--- config.mk ---
export PLATFORM = sky130hd
export DESIGN_NAME = fetch_unit
export DESIGN_NICKNAME = d
export VERILOG_FILES = /design/src/rtl/core_pkg.sv /design/src/rtl/fetch_skid.sv /design/src/rtl/fetch_unit.sv
export SDC_FILE = /design/constraint.sdc
export NUM_CORES = 1
export LEC_CHECK = 0
export CAP_MARGIN = 20
export CORE_MARGIN = 1.5
export CORE_UTILIZATION = 58
export CTS_CLUSTER_SIZE = 40
export DETAILED_ROUTE_END_ITERATION = 8
export PLACE_DENSITY = 0.84
export SLEW_MARGIN = 15
export SYNTH_ARGS = -nofsm -noshare
export SYNTH_HDL_FRONTEND = slang
export SYNTH_HIERARCHICAL = 1
export SYNTH_SLANG_ARGS = --single-unit
--- constraint.sdc ---
create_clock -name clk -period 5.1 [get_ports clk]
set_input_delay 0.765 -clock clk [delete_from_list [all_inputs] [get_ports clk]]
set_output_delay 0.765 -clock clk [all_outputs]
set_load 0.01 [all_outputs]
--- src/rtl/core_pkg.sv ---
// Shared core definitions: fetch FSM states, word sizes, reset/offset defaults.
package core_pkg;

    localparam int unsigned WORD_W      = 32;
    localparam int unsigned INSTR_BYTES = 4;

    // Shared with decode and the register file so all stages agree on the PC view.
    localparam logic [WORD_W-1:0] DEFAULT_RESET_PC  = 32'h0000_0000;
    localparam logic [WORD_W-1:0] DEFAULT_PC_OFFSET = 32'd8;

    localparam logic [WORD_W-1:0] PC_INC = WORD_W'(INSTR_BYTES);

    typedef enum logic [1:0] {
        IDLE,
        FETCH,
        BLOCKED,
        FLUSH
    } fetch_state_t;

    // One fetched instruction together with its architectural PC.
    typedef struct packed {
        logic [WORD_W-1:0] instr;
        logic [WORD_W-1:0] pc;
    } fetch_word_t;

endpackage

--- src/rtl/fetch_skid.sv ---
// OUT register plus one-entry skid buffer between instruction memory and decode.
module fetch_skid
    import core_pkg::*;
(
    input  logic        clk,
    input  logic        rst,
    input  logic        flush_i,
    input  logic        load_i,
    input  fetch_word_t word_i,
    input  logic        stall_i,
    output fetch_word_t out_o,
    output logic        valid_o,
    output logic        to_skb_o,
    output logic        drain_o
);

    fetch_word_t out_q, out_d;
    fetch_word_t skb_q, skb_d;
    logic        out_valid_q, out_valid_d;
    logic        skb_full_q, skb_full_d;
    logic        consume;

    assign consume  = out_valid_q && !stall_i;
    assign to_skb_o = load_i && !flush_i && out_valid_q && !consume && !skb_full_q;
    assign drain_o  = !flush_i && consume && skb_full_q;
    assign out_o    = out_q;
    assign valid_o  = out_valid_q;

    // Next-state for OUT/SKB: flush beats SKB drain, which beats new memory data.
    always_comb begin
        out_d       = out_q;
        skb_d       = skb_q;
        out_valid_d = out_valid_q;
        skb_full_d  = skb_full_q;
        if (flush_i) begin
            out_valid_d = 1'b0;
            skb_full_d  = 1'b0;
        end else if (consume && skb_full_q) begin
            out_d       = skb_q;
            out_valid_d = 1'b1;
            skb_full_d  = 1'b0;
        end else if (load_i) begin
            if (!out_valid_q || consume) begin
                out_d       = word_i;
                out_valid_d = 1'b1;
            end else begin
                skb_d      = word_i;
                skb_full_d = 1'b1;
            end
        end else if (consume) begin
            out_valid_d = 1'b0;
        end
    end

    // Buffer registers with synchronous active-low reset.
    always_ff @(posedge clk) begin
        if (!rst) begin
            out_q       <= '0;
            skb_q       <= '0;
            out_valid_q <= 1'b0;
            skb_full_q  <= 1'b0;
        end else begin
            out_q       <= out_d;
            skb_q       <= skb_d;
            out_valid_q <= out_valid_d;
            skb_full_q  <= skb_full_d;
        end
    end

endmodule

--- src/rtl/fetch_unit.sv ---
// Instruction fetch: owns the PC, issues imem reads, redirects on branches.
module fetch_unit
    import core_pkg::*;
#(
    parameter logic [WORD_W-1:0] RESET_PC  = DEFAULT_RESET_PC,
    parameter logic [WORD_W-1:0] PC_OFFSET = DEFAULT_PC_OFFSET
) (
    input  logic              clk,
    input  logic              rst,
    output logic              o_imem_req,
    output logic [WORD_W-1:0] o_imem_addr,
    input  logic              i_imem_ack,
    input  logic [WORD_W-1:0] i_imem_data,
    input  logic              i_stall,
    input  logic              i_branch_en,
    input  logic [WORD_W-1:0] i_branch_target,
    output logic [WORD_W-1:0] o_instr,
    output logic              o_instr_valid,
    output logic [WORD_W-1:0] o_pc
);

    fetch_state_t      state_q, state_d;
    logic [WORD_W-1:0] fetch_pc_q, fetch_pc_d;
    logic [WORD_W-1:0] pend_q, pend_d;

    logic              xfer;
    logic              load;
    logic              to_skb;
    logic              drain;
    logic [WORD_W-1:0] target;
    logic              target_lsb_unused;
    fetch_word_t       in_word;
    fetch_word_t       out_word;

    assign target            = {i_branch_target[WORD_W-1:2], 2'b00};
    assign target_lsb_unused = ^i_branch_target[1:0];

    // req is a pure decode of the state register, so it stays registered.
    assign o_imem_req  = (state_q == FETCH) || (state_q == FLUSH);
    assign o_imem_addr = fetch_pc_q;

    assign xfer          = o_imem_req && i_imem_ack;
    assign load          = xfer && (state_q == FETCH) && !i_branch_en;
    assign in_word.instr = i_imem_data;
    assign in_word.pc    = fetch_pc_q + PC_OFFSET;

    fetch_skid u_skid (
        .clk      (clk),
        .rst      (rst),
        .flush_i  (i_branch_en),
        .load_i   (load),
        .word_i   (in_word),
        .stall_i  (i_stall),
        .out_o    (out_word),
        .valid_o  (o_instr_valid),
        .to_skb_o (to_skb),
        .drain_o  (drain)
    );

    assign o_instr = out_word.instr;
    assign o_pc    = out_word.pc;

    // FSM next-state and fetch address selection; branch has top priority.
    always_comb begin
        state_d    = state_q;
        fetch_pc_d = fetch_pc_q;
        pend_d     = pend_q;
        unique case (state_q)
            IDLE: begin
                state_d = FETCH;
                if (i_branch_en) fetch_pc_d = target;
            end
            FETCH: begin
                if (i_branch_en) begin
                    if (!i_imem_ack) begin
                        state_d = FLUSH;
                        pend_d  = target;
                    end else begin
                        fetch_pc_d = target;
                    end
                end else if (xfer) begin
                    fetch_pc_d = fetch_pc_q + PC_INC;
                    if (to_skb) state_d = BLOCKED;
                end
            end
            BLOCKED: begin
                if (i_branch_en) begin
                    state_d    = FETCH;
                    fetch_pc_d = target;
                end else if (drain) begin
                    state_d = FETCH;
                end
            end
            FLUSH: begin
                if (i_imem_ack) begin
                    state_d    = FETCH;
                    fetch_pc_d = i_branch_en ? target : pend_q;
                end else if (i_branch_en) begin
                    pend_d = target;
                end
            end
            default: state_d = IDLE;
        endcase
    end

    // State, fetch address and pending branch target registers.
    always_ff @(posedge clk) begin
        if (!rst) begin
            state_q    <= IDLE;
            fetch_pc_q <= RESET_PC;
            pend_q     <= '0;
        end else begin
            state_q    <= state_d;
            fetch_pc_q <= fetch_pc_d;
            pend_q     <= pend_d;
        end
    end

endmodule

==> results.md <==
* R2r startpoint: state_q[1]
* Slowest stage delay, CP at about 0.7 ns
* Unique cell type count in the Yosys netlist at 69
* Worst vdd ir at ~260 µV
* Hold_sp: u_skid/skb_q[3]
* Post-route ant nets at 0
* Initial DRT Pass Iterations at 6
* Routability cong. at 0.856
* Global-route wire length before repair at approximately 43000 µm
* Worst-Margin Slew at roughly 0.84 ns
* Die height at 135 µm
* Met1 Resource Use GR at 0.393
* Setup repair bufs after CTS at 0
* # DRC at 0
* Clk_lat worst skew at 0.44 ns
* Detailed placer's ending HPWL at between 15000 and 20000 µm
* Overflow after GRT at 0
* Yosys warns at 6
* CP max FO at 37
* Status: completed
* TritonCTS Buffers at 17
* Num rows at 48
* Worst hold path stage count at 2
* Max-slew violation count at 0
* Vias in the first global route at ~8700
* Non-Filler Instances at 1571
* IO buf count at between 150 and 200
* Placed cells at between 1500 and 2000
* Critical path depth at 8
* DRT Wirelength at roughly 27000 µm
* Global route hottest layer: met2
* Min-Delay Endpoint: u_skid/skb_q[3]
* Setup-failing EPs final at 0
* R2R Setup Slk at approximately 2.4 ns
* Global-route usage over all layers at 0.295
* Fraction of registers with async set/reset at 0
* H-tree depth at 4
* Placeable Area at 17200 µm²
* Worst setup SP type: input port
* Endpoints failing hold at 0
* Setup WS pre-CTS at roughly 1.6 ns
* Fmax at around 0.33 GHz
* CP arrival at between 3 and 4 ns
* Cts hold-fix bufs at 0
* Mapped cell area at around 10000 µm²
* Post-synth EDFFs at 0
* FF+latch count, synth at just under 200
* Top cell type's share of synthesized area at 0.388
* Final #Nets at between 1000 and 1500
* Clock sinks at 196
* Root buffer cell: clkbuf_16
* Worst min-delay path class: flip-flop to flip-flop
* Dpl cell area at about 12000 µm²
* Met3 Usage GRT at 0.0462
* Critical path class: input port to flip-flop
* CP bufs+invs at 4
* Smallest setup slack after layout at about 2.0 ns
* CTS tree: done
* Seq/Total Area, Yosys at 0.388
* Cells after synthesis at approximately 1300
* Pleak at 0.00408 µW
* Reg clk slew, reported paths at roughly 0.07 ns
* Synthesis-to-finish area growth at 20.5%
* Cell-by-cell trace of the critical path: clkdlybuf4s50_1 -> buf_4 -> inv_1 -> nor2_1 -> and4b_2 -> buf_12 -> nand2_1 -> a21oi_1
* Die width at approximately 140 µm
* GRT met2 Usage at 0.481
* Layout cells sized above 1 at 0.103
* Syn avg cell area at 8.06 µm²
* Worst slew margin at 0.440
* Required @ worst endpoint at around 5.5 ns
* Util after Layout at 0.709
* Post-synth top flop: dfxtp_1
* Initial antenna violation count at 0
* Final Cell Area at ~12000 µm²
* Syn Nets at between 1000 and 1500
* Synth area leader: dfxtp_1
* Top cells by area, synth: dfxtp_1, nand2_1, a311oi_2
* Die Area at around 18000 µm²
* Clock Path Buffers at 2
* Largest net degree at the start of global routing at 65
* Register-to-Register Path Depth at 8
* Final Cycle Share at 0.599
* Diode count at 0
* Reg2reg end: u_skid/skb_q[39]
* Unrepaired setup endpoints after global routing: false
* CP delay by family, top: buffers and inverters
* Max-cap violations at 0
* Tmin final at slightly above 3 ns
* Slowest-stage cell, CP: and4b_2
* Vias per inst at 6.00
* Initial DRC Count at roughly 880
* I/O pins at 167
* Worst Clk Skew at 0.00741 ns
* Setup_tns at 0 ns
* CTS resizes at 0
* Pwr dens at 288 nW/µm²
* Endpoint type of the worst setup path: flip-flop
* Starting Density at 0.588
* WL per Instance at 17.0 µm
* Vias after detailed routing at between 9000 and 10000
report_power, final:
part           switching, µW  total (µW)  internal (µW)  leakage, µW
clock                    634        1390            754     0.000293
sequential              75.1        1650           1580      0.00159
combinational            247         466            219      0.00219
sequential cells by signal (all words and copies together) (netlist names):
register	flops
u_skid/skb_full_q	1
u_skid/out_o	64
u_skid/valid_o	1
pend_q	32
u_skid/skb_q	64
o_imem_addr	32
state_q	2
metrics by stage:
step | total power [µW] | hold slack (ns)
2_1_floorplan | 1940 | 0.437
3_3_place_gp | 2140 | 0.442
3_5_place_dp | 2150 | 0.447
4_1_cts | 3510 | 0.456
5_1_grt | 3620 | 0.471
6_report | 3510 | 0.456
logic make-up after synthesis:
logic type / Yosys count / synth area share
AO/OA/AOI/OAI: 373 / 0.281
XOR/XNOR: 33 / 0.0286
adder cells (fa/ha/maj): 2 / 0.00248
buffers and inverters: 138 / 0.0685
flip-flops: 196 / 0.388
multiplexers: 8 / 0.00792
AND/OR/NAND/NOR: 504 / 0.223
layout make-up:
| type | instances | area, µm² |
|---|---|---|
| tap | 225 | 282 |
| fill | 1376 | 4990 |
| multi-input combinational | 920 | 5510 |
| clock inverter | 13 | 165 |
| inverter | 15 | 58.8 |
| sequential | 196 | 3920 |
| timing repair buffer | 183 | 1800 |
| clock buffer | 19 | 443 |
placed cells by master, fill, tap and decap left out, types with 5 or more instances in the layout:
cell,n
and2_1,5
mux2i_1,8
a21oi_1,157
nand3_1,20
o22ai_1,6
buf_4,17
nor3_1,12
o21ai_0,36
nor2b_1,5
a22oi_1,5
dfxtp_1,196
xnor2_1,22
o221ai_1,8
nor2_1,39
nand4_1,14
nand2_1,369
a2bb2oi_1,11
a21o_1,10
nand2b_1,5
o22a_1,5
clkbuf_16,17
o211ai_1,8
o211a_1,6
xor2_1,11
a21boi_0,32
inv_1,13
a311oi_2,60
clkdlybuf4s50_1,163
tightest hold or removal path, stage by stage, from the launching register on:
cell and delay [ns]:
dfxtp_1 0.31, nand2_1 0.05, a21oi_1 0.05
how the worst max path moves through the flow:
stage                            from                to  slack (ns)
after global placement     i_imem_ack  u_skid/out_o[31]        1.72
after global routing       i_imem_ack  u_skid/out_o[22]        1.88
after floorplan           i_branch_en        state_q[1]        2.67
final                      i_imem_ack  u_skid/skb_q[39]        2.04
after CTS                  i_imem_ack  u_skid/skb_q[60]        2.09
after detailed placement   i_imem_ack  u_skid/skb_q[60]        1.64
per-layer routing:
metal	vias to the layer above	routed length (µm)
li1	4543	-
met1	4414	11400
met2	419	12700
met3	50	2020
met4	0	554
met5	-	0
cell usage after synthesis (all sizes together), types with 3 or more instances:
master   count
clkbuf      50
a21oi      158
nor4         8
nand4       18
o221ai       8
nand2b       5
inv         14
nor3        15
o211a        6
mux2i        8
o22ai        6
and2         6
a22oi        5
nor2b        5
a21boi      32
nand3       21
a31o         3
a2bb2oi     11
xnor2       22
dfxtp      196
or3          3
o211ai       8
nor2        39
a21o        11
and3         3
o21ai       37
xor2        11
o22a         5
buf         73
a311oi      64
a221oi       3
nand2      369
Note: power is estimated with default switching activity, not from simulation.
